### config.mk
export PLATFORM = sky130hd
export DESIGN_NAME = fp_mul_scheduler
export DESIGN_NICKNAME = d
export VERILOG_FILES = /design/src/rtl/fp_mul_scheduler.sv
export SDC_FILE = /design/constraint.sdc
export NUM_CORES = 1
export LEC_CHECK = 0
export CAP_MARGIN = 20
export CORE_ASPECT_RATIO = 1.5
export CORE_MARGIN = 10
export CORE_UTILIZATION = 40
export DETAILED_ROUTE_END_ITERATION = 8
export PLACE_DENSITY = 0.93
export SYNTH_ARGS = -nofsm -noshare
export SYNTH_HDL_FRONTEND = slang
export SYNTH_SLANG_ARGS = --single-unit
### constraint.sdc
create_clock -name clk -period 4.6 [get_ports clk]
set_input_delay 0.92 -clock clk [delete_from_list [all_inputs] [get_ports clk]]
set_output_delay 0.92 -clock clk [all_outputs]
set_load 0.02 [all_outputs]
### src/rtl/fp_mul_scheduler.sv
// fp_mul_scheduler: round-robin arbiter sharing one combinational float multiplier between two requesters
module fp_mul_scheduler #(
  parameter int MUL_LATENCY = 1
) (
  input  logic        clk,
  input  logic        rst,
  input  logic        req0_valid,
  input  logic [31:0] req0_a,
  input  logic [31:0] req0_b,
  input  logic        req1_valid,
  input  logic [31:0] req1_a,
  input  logic [31:0] req1_b,
  output logic        req0_ready,
  output logic        req1_ready,
  output logic [31:0] mul_a,
  output logic [31:0] mul_b,
  input  logic [31:0] mul_result,
  output logic        rsp0_valid,
  output logic        rsp1_valid,
  input  logic        rsp0_ready,
  input  logic        rsp1_ready,
  output logic [31:0] rsp_data,
  output logic        busy,
  output logic [15:0] op_count
);
  typedef enum logic [1:0] {IDLE, WAIT, RESP} state_t;
  state_t      r_state, w_next;
  logic        r_ptr, r_id;
  logic [3:0]  r_cnt;
  logic [31:0] r_mul_a, r_mul_b, r_rsp;
  logic [15:0] r_op_count;
  logic        w_acc, w_gnt, w_hs;
  always_comb begin
    w_acc  = (r_state == IDLE) && (req0_valid || req1_valid);
    w_gnt  = (req0_valid && req1_valid) ? r_ptr : req1_valid;
    w_hs   = (r_state == RESP) && (r_id ? rsp1_ready : rsp0_ready);
    w_next = r_state;
    case (r_state)
      IDLE:    w_next = w_acc ? WAIT : IDLE;
      WAIT:    w_next = (r_cnt == 4'd1) ? RESP : WAIT;
      RESP:    w_next = w_hs ? IDLE : RESP;
      default: w_next = IDLE;
    endcase
  end
  always_ff @(posedge clk) begin
    if (rst) begin
      r_state    <= IDLE;
      r_ptr      <= 1'b0;
      r_id       <= 1'b0;
      r_cnt      <= 4'd0;
      r_mul_a    <= 32'd0;
      r_mul_b    <= 32'd0;
      r_rsp      <= 32'd0;
      r_op_count <= 16'd0;
    end else begin
      r_state <= w_next;
      if (w_acc) begin
        r_mul_a <= w_gnt ? req1_a : req0_a;
        r_mul_b <= w_gnt ? req1_b : req0_b;
        r_id    <= w_gnt;
        r_cnt   <= 4'(MUL_LATENCY);
        r_ptr   <= !w_gnt;
      end else if (r_state == WAIT) begin
        r_cnt <= r_cnt - 4'd1;
        if (r_cnt == 4'd1) r_rsp <= mul_result;
      end
      if (w_hs) r_op_count <= r_op_count + 16'd1;
    end
  end
  // handshake outputs are forced low while reset is held, even before the reset edge
  assign req0_ready = !rst && w_acc && !w_gnt;
  assign req1_ready = !rst && w_acc && w_gnt;
  assign rsp0_valid = !rst && (r_state == RESP) && !r_id;
  assign rsp1_valid = !rst && (r_state == RESP) && r_id;
  assign busy       = !rst && (r_state != IDLE);
  assign mul_a      = r_mul_a;
  assign mul_b      = r_mul_b;
  assign rsp_data   = r_rsp;
  assign op_count   = r_op_count;
endmodule
After elaboration in Yosys (flattened, before gate mapping)
Cells that the tools add are included.
- register bits: 120
- bits of input ports: 166
- output and inout port bits: 117
- word-level logic and storage cells: 44
- add/subtract/negate cells: 2
- eq/ne operators: 3
- multiplexer cells: 10
- bitwise gates (word level): 1
- reduce and logical (&&, ||, !) cells: 19
- operator list (cell ; count):
    32-bit 2-to-1 mux ; 2
    16-bit by 1-bit adder with 16-bit output, second input constant ; 1
    1-bit logical AND ; 10
    2-bit one-hot mux with 3 select lines ; 1
    1-bit 2-to-1 mux ; 5
    4-bit by 1-bit == test with 1-bit output, second input constant ; 1
    2-bit 2-to-1 mux ; 2
    2-bit nonzero test ; 2
    4-bit by 1-bit subtractor with 4-bit output, second input constant ; 1
    1-bit logical NOT ; 3
    3-bit AND reduction ; 1
    2-bit by 1-bit == test with 1-bit output, second input constant ; 1
    2-bit == test, second input constant ; 1
    2-bit logical NOT ; 1
    2-bit OR reduction ; 1
    1-bit logical OR ; 1
    1-bit inverter ; 1

Logic depth before layout (Yosys ltp)
- depth after elaboration: 4
- mapped depth: 7
- mapped depth without buffers: 5

Least setup slack after synthesis
OpenSTA, ideal clock, no wires.
- path kind: input -> output
- from: input rst
- to: output req1_ready
- arrival time: 1.829 ns
- required time: 3.680 ns
- slack: 1.851 ns
- stages on the path: 4
- buffers on the path: 3
- path through: clkbuf_1 > and4b_1 > buf_2 > clkbuf_1
- cells in the longest elaborated chain, start to end: 3
- ends and longest elaborated chain (what ; line ; text):
    start, declared ; 6 ; input logic rst,
    1-bit logical NOT ; 72 ; assign req1_ready = !rst && w_acc && w_gnt;
    1-bit logical AND (2 in a row) ; 72 ;
    end, declared ; 14 ; output logic req1_ready,
No other way between the ends.

Worst setup path in the final report
Ends and elaborated chain as after synthesis.

==> impl_results.md <==
- CTS tree: done
- Via count: 5123
- DRC Markers: 0
- CP Class: in2out
- Compound-cell area share of the yosys netlist: 20.8%
- Global route overflow: 0
- Status: finished clean
- Slowest stage cell on the critical path: buf_2
- Filler cells: 785
- Layout Utilization: between 70 and 80%
- Fmax: 0.297 GHz
- Crit path launch: rst
- Yosys top cell area share: about 53%
- CTS Sinks: 120
- Wire per inst: ~22 um
- DPL Wire Length: 15500 um
- Min Tclk post-route: 3.36 ns
- Post-synthesis mux area share: 0.221%
- Yosys top cell by area: dfxtp_1
- Max clock buf depth: 2
- EDFF count, synth: 0
- Initial antenna violation count: 2
- Starting density of the core: 41.0%
- Post-synthesis adder-cell area fraction: 0.828%
- Core Region: 11100 um^2
- Int Pwr: 2.31 mW
- Simple-gate share of the synthesized area: between 15 and 20%
- Setup tns final: 0 ns
- Clock skew: slightly below 0.008 ns
- DP Worst Slack: between 1 and 1.5 ns
- Max Slew Vio Count: 0
- R2r startpoint: r_state[1]
- Post-CTS setup buffer count: 0
- Syn Area/Cell: between 8 and 9 um^2
- PwrDens: 396 nW/um^2
- GPL Wtd Cong: 0.851
- Worst Slack Setup Final: 1.24 ns
- CP endpoint kind: output port
- Unique cell type count in the Yosys netlist: 35
- RSZ-0062 raised after global routing: no
- CTS buffer count: 17
- Largest net degree at the start of global routing: 47
- CTS clk-pin slew, worst paths: 0.05 ns
- Worst-Margin Slew: 0.882 ns
- Max H-tree Level: 4
- Clock latency at the later pin of the worst-skew pair: 0.40 ns
- Worst Hold Slack: 0.451 ns
- I/O pins: 283
- # hold bufs at CTS: 0
- Seq pwr share: a little under two fifths
- Top delay family on crit path: buffers and inverters
- Slew HR: 39.5%
- Synth Instances: 504
- Post-synthesis sequential area ratio: 53.0%
- I/O Buffers: 282
- Synth warnings: 0
- Design Power: 3.18 mW
- Antenna-violating nets left: 0
- Die X: 107 um
- NetSw: roughly 0.87 mW
- Root buffer cell: clkbuf_16
- Most used DFF post-synth: dfxtp_1
- Top cells by area, synth: dfxtp_1 53%, a222oi_1 12%, nand2_1 7.0%
- Synth async-reset ratio: 0%
- Worst hold path class: reg2reg
- Post-Route WL: ~20000 um
- Final hold violation count: 0
- Worst-path fanout max: 42
- Ratio of cells with drive above 1 in the final layout: 4.98%
- Clock power share: between 30% and 40%
- Crit path buf inv count: 2
- Peak supply drop: ~0.00028 V
- CP cell instances: buf_2 -> and4b_1 -> clkdlybuf4s50_1
- Router iterations before antenna repair: 6
- Critical Path RT: 3.68 ns
- Fin crit share: around 73%
- Final net count: 940
- Die Footprint: 16100 um^2
- Die H: roughly 150 um
- Cell Area, Synth: 4530 um^2
- # rows: 47
- Global Route Usage Sum: 23.5%
- CP peak stage delay: around 0.61 ns
- Leak: ~3.2 nW
- First-pass GRT wire length: 29200 um
- Via/cell ratio: about 5.5
- MaxCap Viol Count: 0
- Main combinational cell family by area after synthesis: compound AO/OA/AOI/OAI gates
- Critical path arrival: 2.44 ns
- Synth Register Bits: 120
- CP Launch Type: primary input
- Synth Area in XOR/XNOR: about 2.1%
- Syn Nets: ~670
- Drt initial violations: about 430
- Vias in the first global route: roughly 5.3k
- Switching part of the total power: between 20% and 30%
- Combinational Power Share: 22.6%
- Worst hold start: rsp_data[16]
- Post-cts resize count: 0
- Antenna diodes: 0
- Area Overhead vs Synth: 77.1%
- Setup violators final: 0
[layout make-up]
cell class	instances	area, um^2	area share (%)
multi-input cells	295	1790	22.3
well taps	147	184	2.29
clock inverters	10	103	1.28
flip-flops and latches	120	2400	29.9
repair buffers	288	2900	36.2
inverters	49	184	2.29
clock buffers	21	460	5.74
[worst paths after layout]
path	endpoint	slack, ns	cells after the start
hold / removal	rsp_data[16]	0.45	2
setup reg to reg	mul_b[19]	2.38	4
hold reg to reg	rsp_data[16]	0.45	2
setup / recovery	req1_ready	1.24	3
[worst register-to-register path, stage by stage, from the launching register on]
cell and delay [ns]:
dfxtp_1 0.33, nor2_1 0.56, and3_1 0.80, a22oi_1 0.22, o21ai_0 0.23
[layer usage]
layer / vias to the layer above / GRT usage (%) / part of all wire [%]
li1: 2334 / - / -
met1: 2417 / 22.3 / 34
met2: 315 / 43.0 / 52
met3: 53 / 9.20 / 9.9
met4: 4 / 11.0 / 3.8
met5: - / 0 / 0.14
[synthesized netlist by cell type (all sizes together) (2+ instances only)]
library cell	number
buf	12
nor4	4
a22oi	8
and4b	2
xnor2	9
a21o	2
ha	3
nand2b	4
xor2	2
and3	3
nor2	29
nor3	4
o21ai	16
a21oi	44
clkbuf	28
nand4	4
dfxtp	120
nand2	84
or4	2
nand3	4
nand4b	2
a222oi	56
inv	49
or3	5
[logic make-up after synthesis]
logic type | after synthesis
simple gates | 153
flops | 120
compound gates | 127
mux | 1
buf+inv | 89
xor+xnor | 11
fa+ha+maj | 3
[flip-flops by register name (all words and copies together) (netlist names)]
name      cells
rsp_data     32
mul_a        32
r_cnt         4
op_count     16
r_id          1
r_ptr         1
mul_b        32
r_state       2
[metrics by stage]
stage	cell area [um^2]	instances
2_1_floorplan	4530	504
6_report	8030	930
3_5_place_dp	7430	898
3_3_place_gp	7410	897
4_1_cts	8000	929
5_1_grt	8030	930
[power by group through the flow]
stage	clock network, mW	registers (mW)	logic (mW)
2_1_floorplan	0	1.31	0.210
3_3_place_gp	0	1.20	0.678
3_5_place_dp	0	1.21	0.709
4_1_cts	1.29	1.19	0.715
5_1_grt	1.34	1.20	0.762
6_report	1.27	1.19	0.718
[cells in the final DEF, fill, tap and decap left out, types with 2 or more instances in the layout]
master,synthesis,routed
clkdlybuf4s50_1,0,281
nand3_1,4,4
nor4_1,4,4
buf_4,0,4
xnor2_1,9,9
nor2_1,29,29
nand2b_1,4,4
and4b_1,2,2
nor3_1,4,4
a21oi_1,44,43
and3_1,3,3
dfxtp_1,120,120
nand2_1,84,84
ha_1,3,3
or3_1,5,5
bufinv_16,0,2
nand4_1,4,4
o21ai_0,16,16
xor2_1,2,2
buf_16,0,2
inv_1,49,49
clkbuf_1,28,2
a21o_1,2,2
a22oi_1,8,8
nand4b_1,2,2
clkbuf_16,0,17
clkinv_2,0,7
clkbuf_8,0,2
a222oi_1,56,56
Power figures use the tool's default switching activity.
